[config.mk]
export PLATFORM = sky130hd
export DESIGN_NAME = pwm_pulse_capture
export DESIGN_NICKNAME = d
export VERILOG_FILES = /design/src/rtl/pwm_pulse_capture.sv
export SDC_FILE = /design/constraint.sdc
export NUM_CORES = 1
export LEC_CHECK = 0
export ABC_AREA = 1
export CAP_MARGIN = 5
export CORE_ASPECT_RATIO = 0.75
export CORE_MARGIN = 4
export CORE_UTILIZATION = 25
export DETAILED_ROUTE_END_ITERATION = 10
export PLACE_DENSITY_LB_ADDON = 0.08
export SLEW_MARGIN = 20
export SYNTH_ARGS = -nofsm -noshare
export SYNTH_HDL_FRONTEND = slang
export SYNTH_SLANG_ARGS = --single-unit
export TNS_END_PERCENT = 30
[constraint.sdc]
create_clock -name clk -period 2.75 [get_ports clk]
set_input_delay 0.6875 -clock clk [delete_from_list [all_inputs] [get_ports clk]]
set_output_delay 0.6875 -clock clk [all_outputs]
set_load 0.05 [all_outputs]
[src/rtl/pwm_pulse_capture.sv]
// Synchronise, glitch-filter and time the high pulses of a servo-style PWM input.
// Define PWM_PERIOD_MEASURE_EN to add rise-to-rise period measurement (period_out/period_valid).
module pwm_pulse_capture #(
  parameter int WIDTH_BITS   = 12,
  parameter int FILTER_LEN   = 3,
  parameter int MAX_PULSE    = 2500,
  parameter int LOST_TIMEOUT = 25000
) (
  input  logic                  clk,
  input  logic                  rst_n,
  input  logic                  ena,
  input  logic                  pwm_in,
  output logic [WIDTH_BITS-1:0] width_out,
  output logic                  width_valid,
  output logic                  timeout,
  output logic                  signal_lost,
  output logic                  level
`ifdef PWM_PERIOD_MEASURE_EN
  ,
  output logic [15:0]           period_out,
  output logic                  period_valid
`endif
);

  localparam logic [3:0]            FILT_LAST = 4'(FILTER_LEN - 1);
  localparam logic [WIDTH_BITS-1:0] MAX_HC    = WIDTH_BITS'(MAX_PULSE);
  localparam logic [WIDTH_BITS-1:0] HC_ONE    = WIDTH_BITS'(1);
  localparam logic [15:0]           LOST_M1   = 16'(LOST_TIMEOUT - 1);

  typedef enum logic [1:0] {
    WAIT_LOW  = 2'd0,
    ARMED     = 2'd1,
    MEAS_HIGH = 2'd2
  } state_t;

  state_t                state, state_nxt;
  logic                  sync_p0, sync_p1;
  logic [3:0]            filt_cnt;
  logic                  level_d;
  logic                  rise, fall, quiet, settled, timeout_hit;
  logic [1:0]            arm_cnt;
  logic [WIDTH_BITS-1:0] high_cnt;
  logic [15:0]           low_cnt;

  // Stage p0/p1: two-flop synchroniser, then the run-length glitch filter
  always_ff @(posedge clk or negedge rst_n) begin
    if (!rst_n) begin
      sync_p0  <= 1'b0;
      sync_p1  <= 1'b0;
      filt_cnt <= '0;
      level    <= 1'b0;
      level_d  <= 1'b0;
    end else begin
      sync_p0 <= pwm_in;
      sync_p1 <= sync_p0;
      level_d <= level;
      if (sync_p1 == level) begin
        filt_cnt <= '0;
      end else if (filt_cnt == FILT_LAST) begin
        filt_cnt <= '0;
        level    <= ~level;
      end else begin
        filt_cnt <= filt_cnt + 4'd1;
      end
    end
  end

  assign rise = level & ~level_d;
  assign fall = ~level & level_d;
  // Arm only once the whole input pipeline has been low for a few cycles, so a
  // pulse already in flight at reset release or re-enable is never half-measured.
  assign quiet       = ~level & ~sync_p0 & ~sync_p1 & (filt_cnt == 4'd0);
  assign settled     = quiet & (arm_cnt == 2'd2);
  assign timeout_hit = (state == MEAS_HIGH) & ~fall & (high_cnt == MAX_HC);

  always_ff @(posedge clk or negedge rst_n) begin
    if (!rst_n) state <= WAIT_LOW;
    else        state <= state_nxt;
  end

  always_comb begin
    state_nxt = state;
    if (!ena) begin
      state_nxt = WAIT_LOW;
    end else begin
      case (state)
        WAIT_LOW:  if (settled) state_nxt = ARMED;
        ARMED:     if (rise) state_nxt = MEAS_HIGH;
        MEAS_HIGH: begin
          if (fall)             state_nxt = ARMED;
          else if (timeout_hit) state_nxt = WAIT_LOW;
        end
        default:   state_nxt = WAIT_LOW;
      endcase
    end
  end

  // Stage p2: high/low timing, width capture and sticky status
  always_ff @(posedge clk or negedge rst_n) begin
    if (!rst_n) begin
      high_cnt    <= '0;
      low_cnt     <= '0;
      arm_cnt     <= '0;
      width_out   <= '0;
      width_valid <= 1'b0;
      timeout     <= 1'b0;
      signal_lost <= 1'b0;
    end else if (!ena) begin
      high_cnt    <= '0;
      low_cnt     <= '0;
      arm_cnt     <= '0;
      width_valid <= 1'b0;
      timeout     <= 1'b0;
      signal_lost <= 1'b0;
    end else begin
      width_valid <= 1'b0;
      arm_cnt     <= '0;
      case (state)
        WAIT_LOW: begin
          high_cnt <= '0;
          low_cnt  <= '0;
          if (quiet) arm_cnt <= (arm_cnt == 2'd2) ? arm_cnt : arm_cnt + 2'd1;
        end
        ARMED: begin
          if (rise) begin
            high_cnt <= HC_ONE;
            low_cnt  <= '0;
          end else begin
            if (low_cnt != 16'hFFFF) low_cnt <= low_cnt + 16'd1;
            if (low_cnt == LOST_M1)  signal_lost <= 1'b1;
          end
        end
        MEAS_HIGH: begin
          if (fall) begin
            width_out   <= high_cnt;
            width_valid <= 1'b1;
            timeout     <= 1'b0;
            signal_lost <= 1'b0;
            high_cnt    <= '0;
            low_cnt     <= 16'd1;
          end else if (timeout_hit) begin
            timeout  <= 1'b1;
            high_cnt <= '0;
          end else begin
            high_cnt <= high_cnt + HC_ONE;
          end
        end
        default: ;
      endcase
    end
  end

`ifdef PWM_PERIOD_MEASURE_EN
  logic [15:0] per_cnt;
  logic        per_armed;

  // The first rise after arming only starts the period count; later rises report it.
  always_ff @(posedge clk or negedge rst_n) begin
    if (!rst_n) begin
      per_cnt      <= '0;
      per_armed    <= 1'b0;
      period_out   <= '0;
      period_valid <= 1'b0;
    end else begin
      period_valid <= 1'b0;
      if (per_cnt != 16'hFFFF) per_cnt <= per_cnt + 16'd1;
      if (!ena || state == WAIT_LOW || timeout_hit) begin
        per_armed <= 1'b0;
      end else if (state == ARMED && rise) begin
        per_cnt   <= 16'd1;
        per_armed <= 1'b1;
        if (per_armed) begin
          period_out   <= per_cnt;
          period_valid <= 1'b1;
        end
      end
    end
  end
`endif

endmodule
# == After elaboration in Yosys (flattened, before gate mapping) ==
# Cells that the tools add are included.
# totals
reg_bits,55
latchBits,0
mem_bits_rw,0
mem_bits_ro,0
input_bits,4
out_inout_bits,16
memories,0
# classes
add_sub_neg,4
mul,0
n_div,0
order_cmp,0
n_eq_ne,20
n_shift,0
muxes,34
bitwise_logic,14
reduce_logical,9
# ops
operator,n
$mux W16,4
$mux W12,4
$pmux W16 S3,1
$pmux W12 S3,1
$mux W2,9
$add A16 B1 Y16 const B,1
$eq A16 B15 Y1 const B,1
$ne A16 B16 Y1 const B,1
$ne A3 B3 Y1 const B,5
$add A12 B1 Y12 const B,1
$eq A12 B12 Y1 const B,1
$ne A4 B4 Y1 const B,3
$mux W1,11
$reduce_and A3 Y1,3
$and A1 B1 Y1,8
$mux W4,2
$ne A3 B1 Y1 const B,2
$not A1 Y1,6
$pmux W2 S3,1
$reduce_and A2 Y1,3
$add A4 B1 Y4 const B,1
$eq A2 B2 Y1 const B,2
$eq A4 B2 Y1 const B,1
$logic_not A4 Y1,1
8 further kinds,8

# == Logic depth before layout (Yosys ltp) ==
# logic_depth
ltp_word,9
ltp_mapped,11

# == Worst setup path before layout ==
# No wires, ideal clock.
# synth_timing
kind,input port to flip-flop
from,in ena
to,reg low_cnt[7]
setup_ns,0.117
arrival_ns,1.581
t_required_ns,2.633
slack_ns,1.052
path_stages,8
cell_sequence,buf_4 > nand3_2 > nor2_1 > nand2_4 > nand2_2 > nor2_1 > o21ai_1 > inv_1
# synth_via
elab_chain_cells,2
elab_cells_between_ends,5
classes_between,eq/ne (3); mux (1); reduce/logical (1)
# synth_lines
item,line_no,source
"start, declared",11,"input logic ena,"
"$ne A4 B1 Y1 (no line), or another cell as far along",-,
$reduce_and A3 Y1 (no line),-,
"end signal, assigned",129,if (low_cnt != 16'hFFFF) low_cnt <= low_cnt + 16'd1;
"end, declared",43,logic [15:0] low_cnt;
# Parallel ways exist; a longest one is shown, timed or not.
# A chain may end at the register's enable or synchronous reset.

# == Final worst setup path ==
# layout_timing
from,reg level
to,out level
# layout_lines
item,line_no,source
"start, declared",17,output logic level
"start signal, assigned",61,level <= ~level;
# No word-level cell between the ends.

==> flow_summary.yaml <==
worst_setup_path:
  end_kind: "output port"
  required_ns: 2.06
  rrSetupSlack_ns: 0.79
  worstSetupStartpointType: "flip-flop"
  path_class: "reg2out"
  crit_fanout: 6
  slowest_stage: "clkdlybuf4s50_1"
  path_cells: "clkdlybuf4s50_1"
  cp_num_buf_inv: 1
  cp_slowest_stage_delay_ns: 0.83
  crit_family: "buffers and inverters"
  arrival_ns: 1.56
timing:
  finalMaxSlewViolations: 0
  clock.fmax_mhz: 445
  worst_slew_pin_slew_ns: 0.740
  rsz0062_at_grt: "false"
  period_share_pct: 81.8
  fin_crit_ns: 2.25
  finalSetupViolations: 0
  relSlewSlack_pct: 50.6
  hold_viol: 0
  fin_worst_skew_ns: 0.00826
  setup_tns_ns: 0
clock_tree:
  path_clk_slew_ns: 0.07
  cts_tree: "done"
  cts_sinks: 55
  cts_setup_buffers: 0
  cts-hold-fix-buffers: 0
  numCtsBuffers: 5
  clk_latency_ns: 0.29
  ctsLongestPathBuffers: 2
  root_buffer: "clkbuf_16"
  htreeDepth: 2
  cts_resized: 0
pwr:
  p_comb_share_pct: 32.3
  pwr-share-clk_pct: 28.5
  netSwitchingPower_w: 0.000932
  ir_drop_v: 0.000242
  p_seq_share_pct: 39.2
  total_power_w: 0.00242
  switching_share_pct: 38.5
  p_int_w: 0.00149
  p_per_area_mw_per_mm2: 687
  power_leakage_nw: 1.58
placed_design:
  io_buffer_count: 19
  place.gp.congestion: 0.764
  dp_hpwl_mm: 5.23
  dp.cells: 576
die:
  io_pins: 20
  dieArea_mm2: 0.0138
  die_y_um: 103
  start_util_pct: 25.7
  fp.coreArea_mm2: 0.0117
  die_width_um: 134
  rows: 34
synth:
  synth_simple_gate_area_share_pct: 32.5
  synth_nets: 411
  synth_ff_type: "dfrtp_1"
  yosys_register_bits: 55
  yosys-top-cells-area: "dfrtp_1 46%, nand2_1 13%, nor2_1 6.1%"
  synth_mux_area_share_pct: 0
  yosysUniqueCellTypes: 30
  synth_fa_ha_area_share_pct: 3.76
  synth_top_family_by_area: "simple AND/OR/NAND/NOR gates"
  postSynthAreaPerCell_um2: 7.52
  synth_top_area_share_pct: 46.0
  synth_compound_area_share_pct: 7.28
  yosysWarnings: 0
  synthXorXnorAreaFrac_pct: 1.46
  netlist_area_mm2: 0.00299
  syn_inst: 398
  ys_seq_area_share_pct: 46.0
  synth_edf_count: 0
  synth_top_area_cell: "dfrtp_1"
  synthArstFlopShare_pct: 100
run_status:
  status: "complete, no violations"
final_layout:
  syn_to_final_growth_pct: 17.9
  instances_no_fill: 584
  final_nets: 434
  final_util_pct: 30.2
  diodes: 0
  layout_commonest_cell: "nand2_1"
  final_cell_mix: "103 x nand2_1, 55 x dfrtp_1, 49 x nor2_1, 48 x inv_1, 25 x nand3_1"
  nFillCells: 1272
  drive_above_1_share_pct: 7.11
global_route:
  track_usage_pct: 11.2
  grt_max_degree: 56
  grt_pass1_vias: 2403
  grt_pass1_wl_mm: 12.2
  gr-total-overflow: 0
  antenna_found_initial: 0
routing:
  vias_per_cell: 4.28
  wl_per_cell_um: 12.0
  vias: 2499
  drt_iter0_markers: 106
  drc: 0
  firstDrtPassIters: 4
  totalWireLength_mm: 7.02
  ant_nets: 0
hold_path:
  min_path_type: "reg2reg"
job:
  maxCapViolations: 0
[Yosys cell counts (2+ instances only)]
cell type,number
xor2_1,4
nand2_1,103
nand4_1,18
nor3_1,12
nand3_1,25
o21ai_0,16
o21ai_1,4
a21oi_1,19
nand2_2,4
inv_1,48
clkbuf_1,2
nor2_4,2
nor2_1,49
dfrtp_1,55
ha_1,9
inv_2,7
clkinv_1,7
buf_2,2
[layout make-up]
cell class              instances  area, µm²  share of cell area, %
clock buffers                   7        153                   4.33
inverters                      62        233                   6.60
clock inverters                 1       7.51                  0.213
flip-flops and latches         55       1380                   39.0
repair buffers                 22        208                   5.89
well taps                     162        203                   5.75
multi-input cells             275       1350                   38.2
[power groups by stage]
| stage | Combinational (W) | Clock (W) | Sequential (W) |
|---|---|---|---|
| 2_1_floorplan | 0.000509 | 0 | 0.00101 |
| 3_3_place_gp | 0.000796 | 0 | 0.000967 |
| 3_5_place_dp | 0.000793 | 0 | 0.000966 |
| 4_1_cts | 0.000797 | 0.000725 | 0.000950 |
| 5_1_grt | 0.000914 | 0.000755 | 0.000965 |
| 6_report | 0.000783 | 0.000690 | 0.000949 |
[metrics by stage]
| step | setup slack [ns] | hold slack [ns] | area [µm²] |
|---|---|---|---|
| 6_report | 0.501 | 0.399 | 3530 |
| 5_1_grt | 0.378 | 0.427 | 3530 |
| 4_1_cts | 0.462 | 0.410 | 3530 |
| 3_5_place_dp | 0.242 | 0.391 | 3370 |
| 3_3_place_gp | 0.261 | 0.392 | 3370 |
| 2_1_floorplan | 1.05 | 0.355 | 2990 |
[worst paths after layout]
kind / from / cells past startpoint / endpoint
min in group asynchronous: rst_n / 2 / filt_cnt[3]$_DFF_PN0_
min reg2reg: sync_p0$_DFF_PN0_ / 0 / sync_p1$_DFF_PN0_
max in group asynchronous: rst_n / 2 / low_cnt[13]$_DFFE_PN0P_
max reg2reg: state[1]$_DFFE_PN0P_ / 9 / low_cnt[7]$_DFFE_PN0P_
max: level$_DFFE_PN0P_ / 1 / level
min: sync_p0$_DFF_PN0_ / 0 / sync_p1$_DFF_PN0_
[kinds of logic after synthesis]
group	after synthesis
AND/OR/NAND/NOR	219
buffers and inverters	68
flip-flops	55
AO/OA/AOI/OAI	42
adder cells (fa/ha/maj)	9
XOR/XNOR	5
[state kept, by name (all words and copies together) (netlist names)]
signal,count
arm_cnt,2
filt_cnt,4
high_cnt,12
level,1
level_d,1
low_cnt,16
signal_lost,1
state,2
sync_p0,1
sync_p1,1
timeout,1
width_out,12
width_valid,1
[layer usage]
layer	part of all wire [%]	vias to the layer above	wire (µm)	track usage, %
met4	0.75	0	53	2.27
met5	0	-	0	0
li1	-	1307	-	-
met2	39	33	2740	15.6
met1	57	1155	4010	17.4
met3	3.1	4	217	2.59
Note: power is estimated with default switching activity, not from simulation.
==> RTL change, RTL diff (config.mk and constraints unchanged) <==
Register the output `width_out` once more, with the module's reset; this adds one clock of latency there. The other outputs are not delayed to match.
--- a/src/rtl/pwm_pulse_capture.sv
+++ b/src/rtl/pwm_pulse_capture.sv
@@ -33,4 +33,6 @@
     MEAS_HIGH = 2'd2
   } state_t;
+
+  logic [WIDTH_BITS-1:0] width_s0;
 
   state_t                state, state_nxt;
@@ -102,5 +104,5 @@
       low_cnt     <= '0;
       arm_cnt     <= '0;
-      width_out   <= '0;
+      width_s0    <= '0;
       width_valid <= 1'b0;
       timeout     <= 1'b0;
@@ -133,5 +135,5 @@
         MEAS_HIGH: begin
           if (fall) begin
-            width_out   <= high_cnt;
+            width_s0    <= high_cnt;
             width_valid <= 1'b1;
             timeout     <= 1'b0;
@@ -179,3 +181,11 @@
 `endif
 
+  always_ff @(posedge clk or negedge rst_n) begin
+    if (!rst_n) begin
+      width_out <= '0;
+    end else begin
+      width_out <= width_s0;
+    end
+  end
+
 endmodule
Check against the original RTL: same outputs for any inputs over 10 cycles, from zero or initial values and one cycle with rst_n low; that may be too few to reach the edited logic, so the function may still have changed.
==> RTL change against the unedited design <==
- first-iteration DRC count up 54%
- total power up 23%
- non-clock buffer count up 2
- sequential cell count up 12
- setup slack worse by 0.061 ns
- design area up 13%
- core utilization up 0.43 points
- sequential share of layout area up 3.1 points
- synthesized area up 11%
- routed wire length up 11%
- fmax down 2.6%
==> RTL change: results (changes against the unedited design) <==
Clocking
  – Post-CTS setup-driven buffer insertion count: 0 (unchanged)
  – TritonCTS buffer count: 9 (+4)
  – Worst skew pair latency: 0.33 ns (+0.04 ns)
  – H-tree depth: 3 (+1)
  – CTS Root Cell: clkbuf_16

Yosys
  – Netlist cell types: 33 (+10%)
  – Most instantiated cells after synthesis: nand2_1, dfrtp_1, inv_1
  – Ranking of synthesized cells by area: dfrtp_1, nand2_1, inv_1
  – Synth Net Count: 430 (+4.6%)
  – Synth async-reset ratio: 100% (unchanged)
  – Register area share after synthesis: 50.6% (+4.6 points)
  – Synth warn: 0 (unchanged)

Detailed routing
  – Via count: 2693 (+7.8%)
  – Drt total wl: 7.83 mm (+11%)
  – DRT iter0 DRCs: 163 (+54%)

Layout
  – Fillers: 1392 (+9.4%)
  – Fin nets: 458 (+5.5%)
  – Share of cells above drive strength 1: 6.68% (-0.43 points)

Worst setup path
  – Critical Path AT: 1.62 ns (+0.06 ns)
  – Slowest stage cell, crit path: clkdlybuf4s50_1
  – Worst stage delay on the critical path: 0.84 ns
  – CP max FO: 7 (+1)

GRT
  – First-pass GRT wire length: 13.6 mm (+11%)
  – Pin count of the biggest net entering global routing: 30 (-46%)
  – Total GRT Usage: 11.3% (+0.12 points)

Placed design
  – Area after DPL: 3720 um2 (+10%)
  – Dpl ws: 0.185 ns (-0.0564 ns)
  – DPL Wire Length: 5.68 mm (+8.6%)
  – Gpl congestion: 0.869 (+14%)

Power
  – Peak VDD IR: 379 uV (+56%)
  – Switching pwr: 1040 uW (+12%)
  – Leakage power: 0.00184 uW (+16%)

STA
  – Relative slew slack: 49.1% (-1.5 points)
  – Worst Skew: 0.00971 ns (+0.00145 ns)

Outcome
  – Outcome: completed
-- RTL change: cell types whose count changed in the layout (fill, tap and decap cells not counted), sizes merged, moves of 3 or more --
cell / change
nand4: -9
xor2: -3
clkinv: -4
nand2: +8
a21oi: -9
clkbuf: +5
inv: +9
nor3: +5
dfrtp: +12
o21ai: +3
-- RTL change: final timing paths --
path                       cells after the start               startpoint  slack, ns                     end
min                                            0  width_s0[6]$_DFFE_PN0P_       0.38  width_out[6]$_DFF_PN0_
max reg2reg                                   11   low_cnt[0]$_DFFE_PN0P_       0.77  low_cnt[8]$_DFFE_PN0P_
max in group asynchronous                      2                    rst_n       1.74       sync_p1$_DFF_PN0_
min reg2reg                                    0  width_s0[6]$_DFFE_PN0P_       0.38  width_out[6]$_DFF_PN0_
min in group asynchronous                      1                    rst_n       0.44  width_out[9]$_DFF_PN0_
max                                            1        level$_DFFE_PN0P_       0.44                   level
-- RTL change: logic make-up (layout without fill, tap and decap cells) --
kind of cell             count (synthesis)  count (layout)  synth area share, %
AND/OR/NAND/NOR                        226             226                 29.4
adder cells (fa/ha/maj)                  9               9                 3.40
XOR/XNOR                                 1               1                0.265
buffers and inverters                   71             103                 8.96
AO/OA/AOI/OAI                           43              43                 7.29
flip-flops                              67              67                 50.6
-- RTL change: layer usage --
layer  global-route usage (%)  share of wire (%)
met2                     16.0                 41
met4                     3.94                1.3
met1                     16.3                 53
met5                        0                  0
met3                     3.15                4.4
-- RTL change: through the flow --
step                      std cells  utilization [%]
after detailed placement        605             28.7
after global placement          605             28.7
after floorplan                 417                -
final                           620             30.7
after global routing            620             30.7
after CTS                       620             30.7
-- RTL change: power by group through the flow --
stage / Sequential (uW) / Combinational [uW] / Clock, uW
after floorplan: 1190 / 551 / 0
after global placement: 1150 / 812 / 0
after detailed placement: 1150 / 810 / 0
after CTS: 1130 / 813 / 1090
after global routing: 1140 / 906 / 1130
final: 1130 / 801 / 1040
-- RTL change: cell type report --
cell class	count	area, um2	share of cell area, %
clock buffers	12	246	6.19
clock inverters	3	15.0	0.377
inverters	64	243	6.10
multi-input cells	279	1340	33.6
flip-flops and latches	67	1680	42.1
well taps	171	214	5.38
repair buffers	24	248	6.22
